## config.mk

```make
export PLATFORM = sky130hd
export DESIGN_NAME = maze_player_ctrl_flat
export DESIGN_NICKNAME = d
export VERILOG_FILES = /design/src/rtl/maze_pkg.sv /design/src/rtl/maze_player_ctrl_if.sv /design/src/rtl/btn_debounce.sv /design/src/rtl/maze_player_ctrl.sv /design/src/flat_wrapper.sv
export SDC_FILE = /design/constraint.sdc
export NUM_CORES = 1
export LEC_CHECK = 0
export BUFFER_PORTS_ARGS = -buffer_cell sky130_fd_sc_hd__buf_2
export CAP_MARGIN = 25
export CORE_ASPECT_RATIO = 1.2
export CORE_MARGIN = 8
export CORE_UTILIZATION = 63
export DETAILED_ROUTE_END_ITERATION = 10
export PLACE_DENSITY = 0.86
export REMOVE_ABC_BUFFERS = 1
export SKIP_LAST_GASP = 1
export SLEW_MARGIN = 20
export SYNTH_ARGS = -nofsm -noshare
export SYNTH_HDL_FRONTEND = slang
export SYNTH_SLANG_ARGS = --single-unit
export TNS_END_PERCENT = 50
```

## constraint.sdc

```tcl
create_clock -name clk_in -period 6.5 [get_ports clk_in]
set_input_delay 0.975 -clock clk_in [delete_from_list [all_inputs] [get_ports clk_in]]
set_output_delay 0.975 -clock clk_in [all_outputs]
set_load 0.1 [all_outputs]
```

## src/rtl/maze_pkg.sv

```systemverilog
// Shared types and maze geometry helpers for the maze player input stage.
package maze_pkg;

  localparam int unsigned MAZE_W = 5;
  localparam int unsigned MAZE_H = 5;

  localparam logic [1:0] KIND_NONE = 2'b00;
  localparam logic [1:0] KIND_MOVE = 2'b01;
  localparam logic [1:0] KIND_ROT  = 2'b10;

  typedef enum logic [1:0] {HEAD_N, HEAD_E, HEAD_S, HEAD_W} heading_t;
  typedef enum logic [1:0] {CMD_FWD, CMD_BACK, CMD_LEFT, CMD_RIGHT} cmd_t;
  typedef enum logic [1:0] {ST_IDLE, ST_EVAL, ST_WAIT} state_t;

  // Wall on the north side of cell (x,y); row MAZE_H is the south border.
  function automatic logic [4:0] hwall_idx(input logic [2:0] x, input logic [2:0] y);
    return 5'(y) * 5'(MAZE_W) + 5'(x);
  endfunction

  // Wall on the west side of cell (x,y); column MAZE_W is the east border.
  function automatic logic [4:0] vwall_idx(input logic [2:0] x, input logic [2:0] y);
    return 5'(y) * 5'(MAZE_W + 1) + 5'(x);
  endfunction

endpackage

```

## src/rtl/maze_player_ctrl_if.sv

```systemverilog
// Update handshake from the player controller to the game state machine.
interface maze_player_ctrl_if;
  logic       upd_valid;
  logic [1:0] upd_kind;
  logic       upd_ready;

  modport master (output upd_valid, output upd_kind, input upd_ready);
  modport slave  (input upd_valid, input upd_kind, output upd_ready);
endinterface

```

## src/rtl/btn_debounce.sv

```systemverilog
// Active-low button synchronizer and debouncer with a one-cycle press pulse.
module btn_debounce #(
  parameter int unsigned DEBOUNCE_CYCLES = 1_000_000
) (
  input  logic clk_in,
  input  logic reset_btn,
  input  logic btn_n_i,
  output logic rise_o
);

  localparam int unsigned CW = (DEBOUNCE_CYCLES > 1) ? $clog2(DEBOUNCE_CYCLES) : 1;
  localparam logic [CW-1:0] CNT_LAST = CW'(DEBOUNCE_CYCLES - 1);

  logic [1:0]    sync_q;
  logic [CW-1:0] cnt_q, cnt_d;
  logic          level_q, level_d;
  logic          rise_q, rise_d;

  // The pulse is registered on the same edge the level flips, so it lines up
  // with the first cycle the new level is visible.
  always_comb begin
    cnt_d   = '0;
    level_d = level_q;
    rise_d  = 1'b0;
    if (sync_q[1] != level_q) begin
      if (cnt_q == CNT_LAST) begin
        level_d = ~level_q;
        rise_d  = ~level_q;
      end else begin
        cnt_d = cnt_q + 1'b1;
      end
    end
  end

  always_ff @(posedge clk_in or posedge reset_btn) begin
    if (reset_btn) begin
      sync_q  <= '0;
      cnt_q   <= '0;
      level_q <= 1'b0;
      rise_q  <= 1'b0;
    end else begin
      sync_q  <= {sync_q[0], ~btn_n_i};
      cnt_q   <= cnt_d;
      level_q <= level_d;
      rise_q  <= rise_d;
    end
  end

  assign rise_o = rise_q;

endmodule

```

## src/rtl/maze_player_ctrl.sv

```systemverilog
// Maze player input stage: debounced buttons -> checked move/rotate -> handshake.
module maze_player_ctrl
  import maze_pkg::*;
#(
  parameter int unsigned DEBOUNCE_CYCLES = 1_000_000,
  parameter int unsigned START_X         = 0,
  parameter int unsigned START_Y         = 0,
  parameter int unsigned START_HEAD      = 2
) (
  input  logic                      clk_in,
  input  logic                      reset_btn,
  input  logic [3:0]                touch_btn,
  input  logic [29:0]               hor_wall,
  input  logic [29:0]               ver_wall,
  output logic [2:0]                pos_x,
  output logic [2:0]                pos_y,
  output logic [1:0]                heading,
  output logic [7:0]                z_angle,
  maze_player_ctrl_if.master        upd,
  output logic                      blocked
);

  localparam logic [2:0] X_MAX = 3'(MAZE_W - 1);
  localparam logic [2:0] Y_MAX = 3'(MAZE_H - 1);

  logic [3:0] press;

  for (genvar i = 0; i < 4; i++) begin : g_btn
    btn_debounce #(.DEBOUNCE_CYCLES(DEBOUNCE_CYCLES)) u_deb (
      .clk_in    (clk_in),
      .reset_btn (reset_btn),
      .btn_n_i   (touch_btn[i]),
      .rise_o    (press[i])
    );
  end

  state_t     state_q, state_d;
  cmd_t       cmd_q, cmd_d;
  logic [2:0] pos_x_q, pos_x_d, pos_y_q, pos_y_d;
  heading_t   head_q, head_d;
  logic       valid_q, valid_d;
  logic [1:0] kind_q, kind_d;

  heading_t   move_dir;
  logic [2:0] tgt_x, tgt_y;
  logic       is_move, at_edge, wall_hit, move_blocked;

  // Range check is done on the current cell, so 0-1 never wraps into a legal cell.
  always_comb begin
    is_move  = (cmd_q == CMD_FWD) || (cmd_q == CMD_BACK);
    move_dir = (cmd_q == CMD_BACK) ? heading_t'(head_q ^ 2'b10) : head_q;
    tgt_x    = pos_x_q;
    tgt_y    = pos_y_q;
    at_edge  = 1'b0;
    wall_hit = 1'b0;
    case (move_dir)
      HEAD_N: begin
        at_edge  = (pos_y_q == '0);
        tgt_y    = pos_y_q - 3'd1;
        wall_hit = hor_wall[hwall_idx(pos_x_q, pos_y_q)];
      end
      HEAD_S: begin
        at_edge  = (pos_y_q >= Y_MAX);
        tgt_y    = pos_y_q + 3'd1;
        wall_hit = hor_wall[hwall_idx(pos_x_q, pos_y_q + 3'd1)];
      end
      HEAD_W: begin
        at_edge  = (pos_x_q == '0);
        tgt_x    = pos_x_q - 3'd1;
        wall_hit = ver_wall[vwall_idx(pos_x_q, pos_y_q)];
      end
      HEAD_E: begin
        at_edge  = (pos_x_q >= X_MAX);
        tgt_x    = pos_x_q + 3'd1;
        wall_hit = ver_wall[vwall_idx(pos_x_q + 3'd1, pos_y_q)];
      end
    endcase
    move_blocked = is_move && (at_edge || wall_hit);
  end

  always_ff @(posedge clk_in or posedge reset_btn) begin
    if (reset_btn) begin
      state_q <= ST_IDLE;
      cmd_q   <= CMD_FWD;
      pos_x_q <= 3'(START_X);
      pos_y_q <= 3'(START_Y);
      head_q  <= heading_t'(2'(START_HEAD));
      valid_q <= 1'b0;
      kind_q  <= KIND_NONE;
    end else begin
      state_q <= state_d;
      cmd_q   <= cmd_d;
      pos_x_q <= pos_x_d;
      pos_y_q <= pos_y_d;
      head_q  <= head_d;
      valid_q <= valid_d;
      kind_q  <= kind_d;
    end
  end

  always_comb begin
    state_d = state_q;
    cmd_d   = cmd_q;
    pos_x_d = pos_x_q;
    pos_y_d = pos_y_q;
    head_d  = head_q;
    valid_d = valid_q;
    kind_d  = kind_q;
    case (state_q)
      ST_IDLE: begin
        if (|press) begin
          state_d = ST_EVAL;
          if (press[0])      cmd_d = CMD_FWD;
          else if (press[1]) cmd_d = CMD_BACK;
          else if (press[2]) cmd_d = CMD_LEFT;
          else               cmd_d = CMD_RIGHT;
        end
      end
      ST_EVAL: begin
        if (move_blocked) begin
          state_d = ST_IDLE;
        end else begin
          state_d = ST_WAIT;
          valid_d = 1'b1;
          if (is_move) begin
            kind_d  = KIND_MOVE;
            pos_x_d = tgt_x;
            pos_y_d = tgt_y;
          end else begin
            kind_d = KIND_ROT;
            head_d = (cmd_q == CMD_LEFT) ? heading_t'(head_q - 2'd1)
                                         : heading_t'(head_q + 2'd1);
          end
        end
      end
      ST_WAIT: begin
        if (upd.upd_ready) begin
          state_d = ST_IDLE;
          valid_d = 1'b0;
          kind_d  = KIND_NONE;
        end
      end
      default: state_d = ST_IDLE;
    endcase
  end

  always_comb begin
    pos_x         = pos_x_q;
    pos_y         = pos_y_q;
    heading       = head_q;
    z_angle       = {head_q, 6'b0};
    upd.upd_valid = valid_q;
    upd.upd_kind  = kind_q;
    blocked       = (state_q == ST_EVAL) && move_blocked;
  end

endmodule

```

## src/flat_wrapper.sv

```systemverilog
// flat-port wrapper written by rule: the top's interface ports become plain ports
module maze_player_ctrl_flat import maze_pkg::*;
#(
  parameter int unsigned DEBOUNCE_CYCLES = 1_000_000,
  parameter int unsigned START_X         = 0,
  parameter int unsigned START_Y         = 0,
  parameter int unsigned START_HEAD      = 2
)
  (clk_in, reset_btn, touch_btn, hor_wall, ver_wall, pos_x, pos_y, heading, z_angle, blocked, upd_upd_valid, upd_upd_kind, upd_upd_ready);
  maze_player_ctrl_if upd_i ();
  input  logic clk_in;
  input  logic reset_btn;
  input  logic [3:0] touch_btn;
  input  logic [29:0] hor_wall;
  input  logic [29:0] ver_wall;
  output logic [2:0] pos_x;
  output logic [2:0] pos_y;
  output logic [1:0] heading;
  output logic [7:0] z_angle;
  output logic blocked;
  output wire logic [$bits(upd_i.upd_valid)-1:0] upd_upd_valid;
  output wire logic [$bits(upd_i.upd_kind)-1:0] upd_upd_kind;
  input wire logic [$bits(upd_i.upd_ready)-1:0] upd_upd_ready;
  assign upd_upd_valid = upd_i.upd_valid;
  assign upd_upd_kind = upd_i.upd_kind;
  assign upd_i.upd_ready = upd_upd_ready;
  maze_player_ctrl #(.DEBOUNCE_CYCLES(DEBOUNCE_CYCLES), .START_X(START_X), .START_Y(START_Y), .START_HEAD(START_HEAD)) u_core (.clk_in(clk_in), .reset_btn(reset_btn), .touch_btn(touch_btn), .hor_wall(hor_wall), .ver_wall(ver_wall), .pos_x(pos_x), .pos_y(pos_y), .heading(heading), .z_angle(z_angle), .upd(upd_i), .blocked(blocked));
endmodule
```

==> out/qor.txt, run 1 <==
post-synth top area share: 0.400
per-cell routed wire length: 16.1 µm
Crit. Startpoint: u_core.pos_y[0]
CTS tree: done
postcts setup bufs: 0
CP bufs+invs: 1
Cell Pwr Density: 170 mW/mm²
Mean Syn Cell Area: 10.1 µm²
Ys Warns: 0
layout cells sized above 1: 0.172
Clock Power Share: 0.380
Layout area overhead: 10.6%
drc violations: 0
number of H-tree levels: 3
Power Total: 1.29 mW
Crit path required time: 5.52 ns
Global Route Usage Sum: 0.200
Max-cap violations: 0
std cell rows: 42
Sw Share: 0.229
post_cts resized: 0
worst-margin pin slew: 0.841 ns
Tmin final: 5.84 ns
Die X: 111 µm
Initial Util: 0.635
CTS sink count: 111
CP Class: flip-flop to output pin
placed inst area: 0.00733 mm²
Die Ht: 130 µm
delay-heaviest family, CP: adder cells
GPL Wtd Cong: 0.864
CP max-delay cell: fa_1
boundary pin count: 87
Antenna Violating Nets Remaining: 0
Synth async-reset ratio: 1.00
post-synth top area cell: dfrtp_1
post-route insts no fill: 892
core area: 0.0108 mm²
hold buffers post-CTS: 0
Net Sw Power: 0.296 mW
Max-slew headroom: 0.440
die area: 0.0145 mm²
worst-path cell chain: ha_1 -> xor2_1 -> ha_1 -> ha_1 -> fa_1 -> mux4_2 -> nor2b_1 -> o211ai_1 -> o211a_1 -> nand3_1 -> o21a_1 -> and2_1 -> buf_2
r2r startpoint: u_core.pos_y[0]
CTS buffer count: 9
Pleak: 3.53 nW
#FFs+latches synth: 111
maximum fanout along the worst path: 12
Worst VDD drop: 158 µV
Fmax: 0.171 GHz
sequential area share after synthesis: 0.404
CTS max path bufs: 2
RSZ-0062 raised after global routing: no
FF-to-FF path depth: 12
I/O Buffers: 80
Detailed Route Iter0 Violations: 361
worst hold path depth: 0
Min-Delay Path Class: flip-flop to flip-flop
clk slew on worst S/H paths: 0.07 ns
Inserted Diodes: 0
Syn Inst Count: 683
Arrival @ worst endpoint: 4.87 ns
most area-consuming cells after synthesis: dfrtp_1, mux4_2, xor2_1
fillcell total: 785
CTS root buffer: clkbuf_16
Worst Skew: 0.00635 ns
Placed Cells incl. Taps: 875
dpl ws: 1.06 ns
Flop pwr share: 0.547
Distinct cells, synth: 55
detailed placer's ending HPWL: 10800 µm
Finished Cell Area: 0.00761 mm²
capturing point of the worst reg2reg path: u_core.pos_x[1]
period utilization: 0.899
grt ovf: 0
Logic pwr share: 0.074
Clk Latency, worst-skew pair: 0.34 ns
Setup TNS Final: 0 ns
router iterations before antenna repair: 5
delay of the slowest cell on the worst path: 0.95 ns
Max Transition Viols Final: 0
type of origin of the critical path: flip-flop
total routed wirelength: 14400 µm
setup violators final: 0
Int Power: 0.996 mW
fin nets: 857
reg-to-reg slack, setup: 2.00 ns
number of flops mapped to enable cells by yosys: 0
min-delay src: u_core.g_btn[1].u_deb.sync_q[0]
total number of vias: 5302
Hold Vio Cnt, Final: 0
initial antenna violation count: 0
crit end category: output pin
status: finished, final reports clean
Top FF cell, synth: dfrtp_1
Synth Cell Area: 0.00688 mm²
largest net degree at the start of global routing: 72
most frequent CP cell: ha_1
Final WS setup: 0.657 ns
vias in the first global route: 5547
Hold Path Sink: u_core.g_btn[1].u_deb.sync_q[1]
via density per instance: 5.94
first-pass GRT wire length: 24600 µm
-- Yosys cell counts (9+ instances only) --
| cell | number |
|---|---|
| mux2i_1 | 16 |
| clkbuf_1 | 13 |
| dfrtp_1 | 110 |
| xor2_1 | 45 |
| or3_1 | 13 |
| nor2_1 | 94 |
| and3_1 | 25 |
| a21oi_1 | 18 |
| xnor2_1 | 44 |
| nand4_1 | 12 |
| o21ai_0 | 14 |
| inv_1 | 26 |
| mux2_2 | 12 |
| nand3_1 | 42 |
| ha_1 | 30 |
| buf_4 | 9 |
| nand2_1 | 49 |
| mux4_2 | 18 |
-- kinds of logic after synthesis --
logic type | Yosys count | synth area share
other | 1 | 0.000545
muxes | 50 | 0.117
and+or+nand+nor | 285 | 0.205
buffers and inverters | 53 | 0.0355
DFF | 111 | 0.404
xor gates and xnor gates | 89 | 0.113
adders and majority gates | 35 | 0.0692
AOI/OAI and AO/OA | 59 | 0.0546
-- metrics by stage --
stage          hold slack, ns  utilization
2_1_floorplan           0.331            -
3_3_place_gp            0.333        0.677
3_5_place_dp            0.341        0.677
4_1_cts                 0.356        0.701
5_1_grt                 0.367        0.703
6_report                0.353        0.703
-- layout by cell type (no fill, tap or decap), types with 3 or more instances in the layout --
| master | count |
|---|---|
| buf_2 | 80 |
| a22oi_1 | 3 |
| mux2_2 | 12 |
| or3_1 | 13 |
| nand4_1 | 12 |
| and2_1 | 5 |
| fa_1 | 5 |
| mux2i_1 | 16 |
| clkbuf_16 | 9 |
| xnor2_1 | 44 |
| nand3_1 | 42 |
| a21o_1 | 4 |
| inv_1 | 25 |
| and4b_1 | 3 |
| mux4_2 | 18 |
| nor4b_1 | 4 |
| and3b_1 | 3 |
| nor3_1 | 7 |
| nor2b_1 | 6 |
| nor4_1 | 5 |
| and3_1 | 25 |
| clkbuf_1 | 4 |
| dfrtp_1 | 110 |
| mux4_1 | 4 |
| nand2b_1 | 4 |
| nand2_1 | 49 |
| ha_1 | 30 |
| a21oi_1 | 18 |
| nor2_1 | 94 |
| conb_1 | 6 |
| nor3b_1 | 6 |
| o21ai_0 | 14 |
| o211ai_1 | 5 |
| xor2_1 | 45 |
-- worst max-delay path by stage --
| stage | to | depth (start not counted) |
|---|---|---|
| 6_report | blocked | 13 |
| 5_1_grt | blocked | 13 |
| 3_5_place_dp | blocked | 13 |
| 2_1_floorplan | blocked | 12 |
| 4_1_cts | blocked | 13 |
| 3_3_place_gp | blocked | 13 |
-- state kept, by name, summed over array words and instances (netlist names) --
| register | cells |
|---|---|
| u_core.cmd_q | 2 |
| u_core.g_btn.u_deb.cnt_q | 80 |
| u_core.g_btn.u_deb.level_q | 4 |
| u_core.g_btn.u_deb.rise_o | 4 |
| u_core.g_btn.u_deb.sync_q | 8 |
| u_core.heading | 2 |
| u_core.pos_x | 3 |
| u_core.pos_y | 3 |
| u_core.state_q | 2 |
| u_core.upd.upd_kind | 2 |
| u_core.upd.upd_valid | 1 |
-- per-layer routing --
metal	track usage	share of wire	vias to the layer above
met5	0	0	-
met4	0.0621	0.016	0
met3	0.0502	0.058	27
met2	0.362	0.51	153
met1	0.230	0.41	2593
li1	-	-	2529
-- power by group through the flow --
stage	combinational [mW]	sequential (mW)	clock (mW)
after floorplan	0.0597	0.718	0
after global placement	0.0910	0.719	0
after detailed placement	0.0950	0.719	0
after CTS	0.0957	0.706	0.503
after global routing	0.105	0.707	0.531
final	0.0949	0.706	0.490
-- final cells by class --
| class | instances | area [µm²] | share of cell area |
|---|---|---|---|
| inverters | 26 | 100 | 0.0132 |
| clock buffers | 13 | 240 | 0.0316 |
| clock inverters | 3 | 20.0 | 0.00263 |
| well taps | 132 | 165 | 0.0217 |
| flip-flops and latches | 111 | 2780 | 0.365 |
| multi-input cells | 524 | 3870 | 0.509 |
| repair buffers | 83 | 430 | 0.0566 |
-- worst reg2reg max path: cells and delay by family, from the launching register on --
kind / cells / cell delay [ns]
AOI/OAI and AO/OA: 3 / 0.61
xor gates and xnor gates: 1 / 0.25
adders and majority gates: 4 / 1.83
DFF: 1 / 0.51
muxes: 1 / 0.57
and+or+nand+nor: 3 / 0.64
No activity file was read; power rests on OpenSTA's default activity.
==> run 2, diff against run 1 <==
CELL_PAD_IN_SITES_DETAIL_PLACEMENT = 0   (was unset)
CELL_PAD_IN_SITES_GLOBAL_PLACEMENT = 1   (was unset)
CORE_UTILIZATION = 49   (was 63)
PLACE_DENSITY = unset   (was 0.86)
PLACE_DENSITY_LB_ADDON = 0.1   (was unset)
==> run 2 against run 1 <==
Net effect: routed wire length grew 1.4%; flip-flop and latch count is the same; first-iteration DRC count shrank 26%; register-to-register slack is essentially flat; global-route usage shrank 3.5 points; count of clock-buffer cells in the layout shrank 2; critical path depth is the same; worst setup slack lost 0.015 ns; non-clock buffer count shrank 1; hold slack lost 0.0046 ns; critical path type unchanged.
==> out/qor.txt, run 2 (same netlist as run 1, synthesis figures left out) <==
worst-path cell chain: ha_1 -> xor2_1 -> ha_1 -> ha_1 -> fa_1 -> mux4_2 -> nor2b_1 -> o211ai_1 -> o211a_1 -> nand3_1 -> o21a_1 -> and2_1 -> buf_2
postcts setup bufs: 0 (unchanged)
Tmin final: 5.86 ns (+0.0149 ns)
router iterations before antenna repair: 5 (unchanged)
most flop-heavy register: u_core.g_btn.u_deb.cnt_q
delay of the slowest cell on the worst path: 0.96 ns (about the same)
grt ovf: 0 (unchanged)
CP Class: flip-flop to output pin
type of origin of the critical path: flip-flop
core area: 0.0138 mm² (+27%)
die area: 0.0181 mm² (+25%)
period utilization: 0.901 (+0.00229)
Fmax: 0.171 GHz (-0.25%)
Worst VDD drop: 143 µV (-9.3%)
initial antenna violation count: 0 (unchanged)
Largest regs: u_core.g_btn.u_deb.cnt_q: 80 flops, u_core.g_btn.u_deb.sync_q: 8 flops
Logic pwr share: 0.067 (-0.007)
commonest non-fill, non-tap cell in the layout: dfrtp_1
Max Transition Viols Final: 0 (unchanged)
first-pass GRT wire length: 24700 µm (+0.56%)
CTS root buffer: clkbuf_16
vias in the first global route: 5488 (-1.1%)
boundary pin count: 87 (unchanged)
CTS sink count: 111 (unchanged)
crit end category: output pin
drc violations: 0 (unchanged)
Arrival @ worst endpoint: 4.88 ns (about the same)
Int Power: 1.12 mW (+13%)
Placed Cells incl. Taps: 914 (+4.5%)
hold buffers post-CTS: 0 (unchanged)
max reg flops: 80 (unchanged)
Global Route Usage Sum: 0.166 (-0.0346)
Die X: 124 µm (+11%)
Worst Skew: 0.00781 ns (+0.00146 ns)
largest net degree at the start of global routing: 68 (-5.6%)
fin nets: 856 (-0.12%)
Inserted Diodes: 0 (unchanged)
total number of vias: 5159 (-2.7%)
Flop pwr share: 0.494 (-0.053)
worst-margin pin slew: 0.826 ns (-0.0142 ns)
post-route insts no fill: 930 (+4.3%)
maximum fanout along the worst path: 12 (unchanged)
Net Sw Power: 0.306 mW (+3.5%)
Clock Power Share: 0.439 (+0.059)
setup violators final: 0 (unchanged)
clk slew on worst S/H paths: 0.07 ns (about the same)
Clk Latency, worst-skew pair: 0.34 ns (about the same)
Power Total: 1.43 mW (+11%)
CP max-delay cell: fa_1
Sw Share: 0.214 (-0.0147)
detailed placer's ending HPWL: 10900 µm (+1.0%)
most frequent cells in the layout: dfrtp_1, nor2_1, buf_2
most frequent CP cell: ha_1
via density per instance: 5.55 (-6.7%)
Hold Vio Cnt, Final: 0 (unchanged)
Final WS setup: 0.642 ns (-0.0149 ns)
Antenna Violating Nets Remaining: 0 (unchanged)
per-cell routed wire length: 15.6 µm (-2.8%)
fin util: 0.562 (-0.141)
Register Area: 0.00278 mm² (about the same)
Detailed Route Iter0 Violations: 267 (-26%)
std cell rows: 47 (+12%)
CTS tree: done
total routed wirelength: 14600 µm (+1.4%)
Layout area overhead: 12.4%
Min-Delay Path Class: flip-flop to flip-flop
area of the multi-input gates: 0.00387 mm² (unchanged)
Setup TNS Final: 0 ns (unchanged)
fillcell total: 1243 (+58%)
Max-slew headroom: 0.449 (+0.00945)
Initial Util: 0.500 (-0.135)
I/O Buffers: 80 (unchanged)
dpl ws: 1.02 ns (-0.0458 ns)
post_cts resized: 0 (unchanged)
CTS max path bufs: 2 (unchanged)
Crit path required time: 5.52 ns (about the same)
number of H-tree levels: 3 (unchanged)
GPL Wtd Cong: 0.837 (-3.1%)
Max-cap violations: 0 (unchanged)
Pleak: 3.57 nW (+0.94%)
Cell Pwr Density: 185 mW/mm² (+8.9%)
status: finished, final reports clean
layout cells sized above 1: 0.177 (+0.00418)
CTS buffer count: 9 (unchanged)
Die Ht: 146 µm (+12%)
RSZ-0062 raised after global routing: no
run 2: cell count changes in the layout (fill, tap and decap cells not counted):
cell / delta
clkbuf_8: +1
dfrtp_1: -1
clkbuf_1: -3
dfrtp_2: +1
buf_8: -1
clkinv_2: -1
bufinv_16: +3
run 2: final timing paths:
path                                                       from                              end  slack [ns]  depth (start not counted)
min in group asynchronous                             reset_btn   u_core.g_btn[3].u_deb.cnt_q[4]        0.69                          2
worst max register to register                  u_core.pos_y[0]                  u_core.pos_x[0]        2.00                         12
worst max-delay path                            u_core.pos_y[0]                          blocked        0.64                         13
worst min register to register  u_core.g_btn[1].u_deb.sync_q[0]  u_core.g_btn[1].u_deb.sync_q[1]        0.35                          0
worst min-delay path            u_core.g_btn[1].u_deb.sync_q[0]  u_core.g_btn[1].u_deb.sync_q[1]        0.35                          0
max in group asynchronous                             reset_btn                  u_core.pos_x[0]        4.54                          3
run 2: critical path, delay by kind of cell (launching register included):
family / cells / cell delay (ns)
multiplexers: 1 / 0.57
adder cells (fa/ha/maj): 4 / 1.85
buffers and inverters: 1 / 0.29
flip-flops: 1 / 0.53
AND/OR/NAND/NOR: 3 / 0.46
XOR/XNOR: 1 / 0.25
AO/OA/AOI/OAI: 3 / 0.58
run 2: layout make-up:
type	count	area share
Clock buffer	11	0.0314
Clock inverter	5	0.0136
Inverter	26	0.0130
Multi-Input combinational cell	524	0.501
Sequential cell	111	0.360
Tap cell	171	0.0277
Timing Repair Buffer	82	0.0537
run 2: routing by layer:
metal  share of wire  GRT usage  vias up
met5               0          0        -
met4           0.011     0.0614        0
met3           0.042     0.0167       10
met2            0.53      0.302      100
met1            0.42      0.191     2533
li1                -          -     2516
run 2: power groups by stage:
stage / clock, mW / combinational (mW) / sequential [mW]
finish: 0.628 / 0.0951 / 0.706
global route: 0.668 / 0.105 / 0.707
CTS: 0.649 / 0.0966 / 0.706
detailed placement: 0 / 0.0957 / 0.719
global placement: 0 / 0.0937 / 0.719
floorplan: 0 / 0.0597 / 0.718
run 2: per-stage QoR:
step | hold WS, ns | instance area [µm²]
after CTS | 0.350 | 7730
after detailed placement | 0.335 | 7380
after floorplan | 0.331 | 6750
final | 0.348 | 7730
after global routing | 0.361 | 7730
after global placement | 0.333 | 7380
==> run 3, diff against run 2 <==
HOLD_SLACK_MARGIN = 0.12   (was unset)
PLACE_DENSITY = 0.83   (was unset)
PLACE_DENSITY_LB_ADDON = unset   (was 0.1)
==> run 3 against run 2 <==
Net effect: flip-flop and latch count stayed put; combinational power hardly changed; clock power is 14% lower; hold slack worse by 0.0044 ns; critical endpoint unchanged.
==> out/qor.txt, run 3 (same netlist as run 1, synthesis figures left out) <==
worst setup path endpoint: blocked
CP bufs+invs: 1 (unchanged)
capturing point of the worst reg2reg path: u_core.pos_x[2]
worst-margin pin slew: 0.809 ns (-0.0175 ns)
period utilization: 0.900 (-0.00131)
CTS root buffer: clkbuf_16
met2 GRT Util: 0.282 (-0.0206)
Fmax: 0.171 GHz (+0.15%)
layout cells sized above 1: 0.178 (+0.00132)
largest net degree at the start of global routing: 68 (unchanged)
Crit path required time: 5.52 ns (about the same)
crit end category: output pin
Max-slew headroom: 0.461 (+0.0117)
setup violators final: 0 (unchanged)
most flop-heavy register: u_core.g_btn.u_deb.cnt_q
Pleak: 3.55 nW (-0.34%)
worst-path cell chain: ha_1 -> xor2_1 -> ha_1 -> ha_1 -> fa_1 -> mux4_2 -> nor2b_1 -> o211ai_1 -> o211a_1 -> nand3_1 -> o21a_1 -> and2_1 -> buf_2
total routed wirelength: 14600 µm (+0.61%)
GPL Wtd Cong: 0.889 (+6.2%)
initial antenna violation count: 0 (unchanged)
clk slew on worst S/H paths: 0.08 ns (about the same)
first-pass GRT wire length: 25100 µm (+1.6%)
Die Ht: 146 µm (unchanged)
Global Route Usage Sum: 0.166 (+0.000724)
delay-heaviest family, CP: adder cells
Worst VDD drop: 132 µV (-8.1%)
boundary pin count: 87 (unchanged)
Max Transition Viols Final: 0 (unchanged)
Cell Pwr Density: 175 mW/mm² (-5.4%)
die area: 0.0181 mm² (unchanged)
fin nets: 856 (unchanged)
CTS sink count: 111 (unchanged)
maximum fanout along the worst path: 12 (unchanged)
Die X: 124 µm (unchanged)
Largest regs: u_core.g_btn.u_deb.cnt_q: 80 flops, u_core.g_btn.u_deb.sync_q: 8 flops
Most Crowded Layer GR: met2
drc violations: 0 (unchanged)
postcts setup bufs: 0 (unchanged)
std cell rows: 47 (unchanged)
commonest non-fill, non-tap cell in the layout: dfrtp_1
core area: 0.0138 mm² (unchanged)
Max-cap violations: 0 (unchanged)
CTS tree: done
met3 Resource Use GR: 0.0280 (+0.0113)
I/O Buffers: 80 (unchanged)
Crit. Startpoint: u_core.pos_y[0]
router iterations before antenna repair: 4 (-1)
per-cell routed wire length: 15.7 µm (+0.61%)
Tmin final: 5.85 ns (-0.00853 ns)
CTS max path bufs: 2 (unchanged)
Arrival @ worst endpoint: 4.87 ns (about the same)
CP Class: flip-flop to output pin
delay of the slowest cell on the worst path: 0.97 ns (about the same)
Hold Vio Cnt, Final: 0 (unchanged)
number of H-tree levels: 3 (unchanged)
total number of vias: 5194 (+0.68%)
grt ovf: 0 (unchanged)
FF-to-FF path depth: 12 (unchanged)
CP max-delay cell: fa_1
detailed placer's ending HPWL: 11100 µm (+2.0%)
Detailed Route Iter0 Violations: 201 (-25%)
RSZ-0062 raised after global routing: no
fillcell total: 1261 (+1.4%)
max reg flops: 80 (unchanged)
grt met1 use: 0.208 (+0.0168)
status: finished, final reports clean
CTS buffer count: 9 (unchanged)
Clk Latency, worst-skew pair: 0.34 ns (about the same)
via density per instance: 5.58 (+0.68%)
Inserted Diodes: 0 (unchanged)
Min-Delay Path Class: flip-flop to flip-flop
Worst Skew: 0.0103 ns (+0.00247 ns)
post_cts resized: 0 (unchanged)
vias in the first global route: 5429 (-1.1%)
Initial Util: 0.500 (unchanged)
Setup TNS Final: 0 ns (unchanged)
Critical Path Stages: 13 (unchanged)
reg-to-reg slack, setup: 2.01 ns (about the same)
fin util: 0.558 (-0.00337)
most frequent CP cell: ha_1
most frequent cells in the layout: dfrtp_1, nor2_1, buf_2
Antenna Violating Nets Remaining: 0 (unchanged)
type of origin of the critical path: flip-flop
hold buffers post-CTS: 0 (unchanged)
Layout area overhead: 11.7%
r2r startpoint: u_core.pos_y[0]
-- run 3: worst register-to-register path, cell delays in order (launching register included) --
cell and delay (ns):
dfrtp_1 0.52, ha_1 0.29, xor2_1 0.23, ha_1 0.28, ha_1 0.32, fa_1 0.97
mux4_2 0.58, nor2b_1 0.14, o211ai_1 0.17, o211a_1 0.21, nand3_1 0.15, mux2_2 0.31
a211oi_1 0.23
-- run 3: stage by stage --
| step | cell area, µm² | total power [mW] | hold WS, ns | instances | worst slack (ns) |
|---|---|---|---|---|---|
| final | 7680 | 1.34 | 0.344 | 930 | 0.651 |
| after global routing | 7680 | 1.41 | 0.353 | 930 | 0.389 |
| after CTS | 7680 | 1.37 | 0.345 | 930 | 0.644 |
| after detailed placement | 7380 | 0.815 | 0.336 | 914 | 1.04 |
| after global placement | 7380 | 0.812 | 0.334 | 914 | 1.15 |
| after floorplan | 6750 | 0.777 | 0.331 | 661 | 0.662 |
-- run 3: power breakdown --
part / switching, mW / internal (mW) / total, mW / leakage (nW)
combinational: 0.0586 / 0.0368 / 0.0954 / 1.90
sequential: 0.00696 / 0.699 / 0.706 / 1.51
clock: 0.247 / 0.296 / 0.543 / 0.150
total: 0.313 / 1.03 / 1.34 / 3.55
-- run 3: area by class of cell --
cell class	instances	area, µm²	area share
multi-input combinational	524	3870	0.504
tap	171	214	0.0279
clock buffer	12	267	0.0347
timing repair buffer	82	415	0.0541
inverter	26	100	0.0130
sequential	111	2780	0.362
clock inverter	4	35.0	0.00456
-- run 3: per-layer routing --
layer  vias to the layer above  routed length, µm
li1                       2522                  -
met1                      2532               6310
met2                       118               7100
met3                        22                976
met4                         0                252
met5                         -                  0
-- run 3: how the worst min path moves through the flow --
stage                                               start                              end  slack, ns  cells past startpoint
after floorplan           u_core.g_btn[0].u_deb.sync_q[0]  u_core.g_btn[0].u_deb.sync_q[1]       0.33                      0
after global placement    u_core.g_btn[0].u_deb.sync_q[0]  u_core.g_btn[0].u_deb.sync_q[1]       0.33                      0
after detailed placement  u_core.g_btn[0].u_deb.sync_q[0]  u_core.g_btn[0].u_deb.sync_q[1]       0.34                      0
after CTS                 u_core.g_btn[1].u_deb.sync_q[0]  u_core.g_btn[1].u_deb.sync_q[1]       0.34                      0
after global routing      u_core.g_btn[1].u_deb.sync_q[0]  u_core.g_btn[1].u_deb.sync_q[1]       0.35                      0
final                     u_core.g_btn[1].u_deb.sync_q[0]  u_core.g_btn[1].u_deb.sync_q[1]       0.34                      0
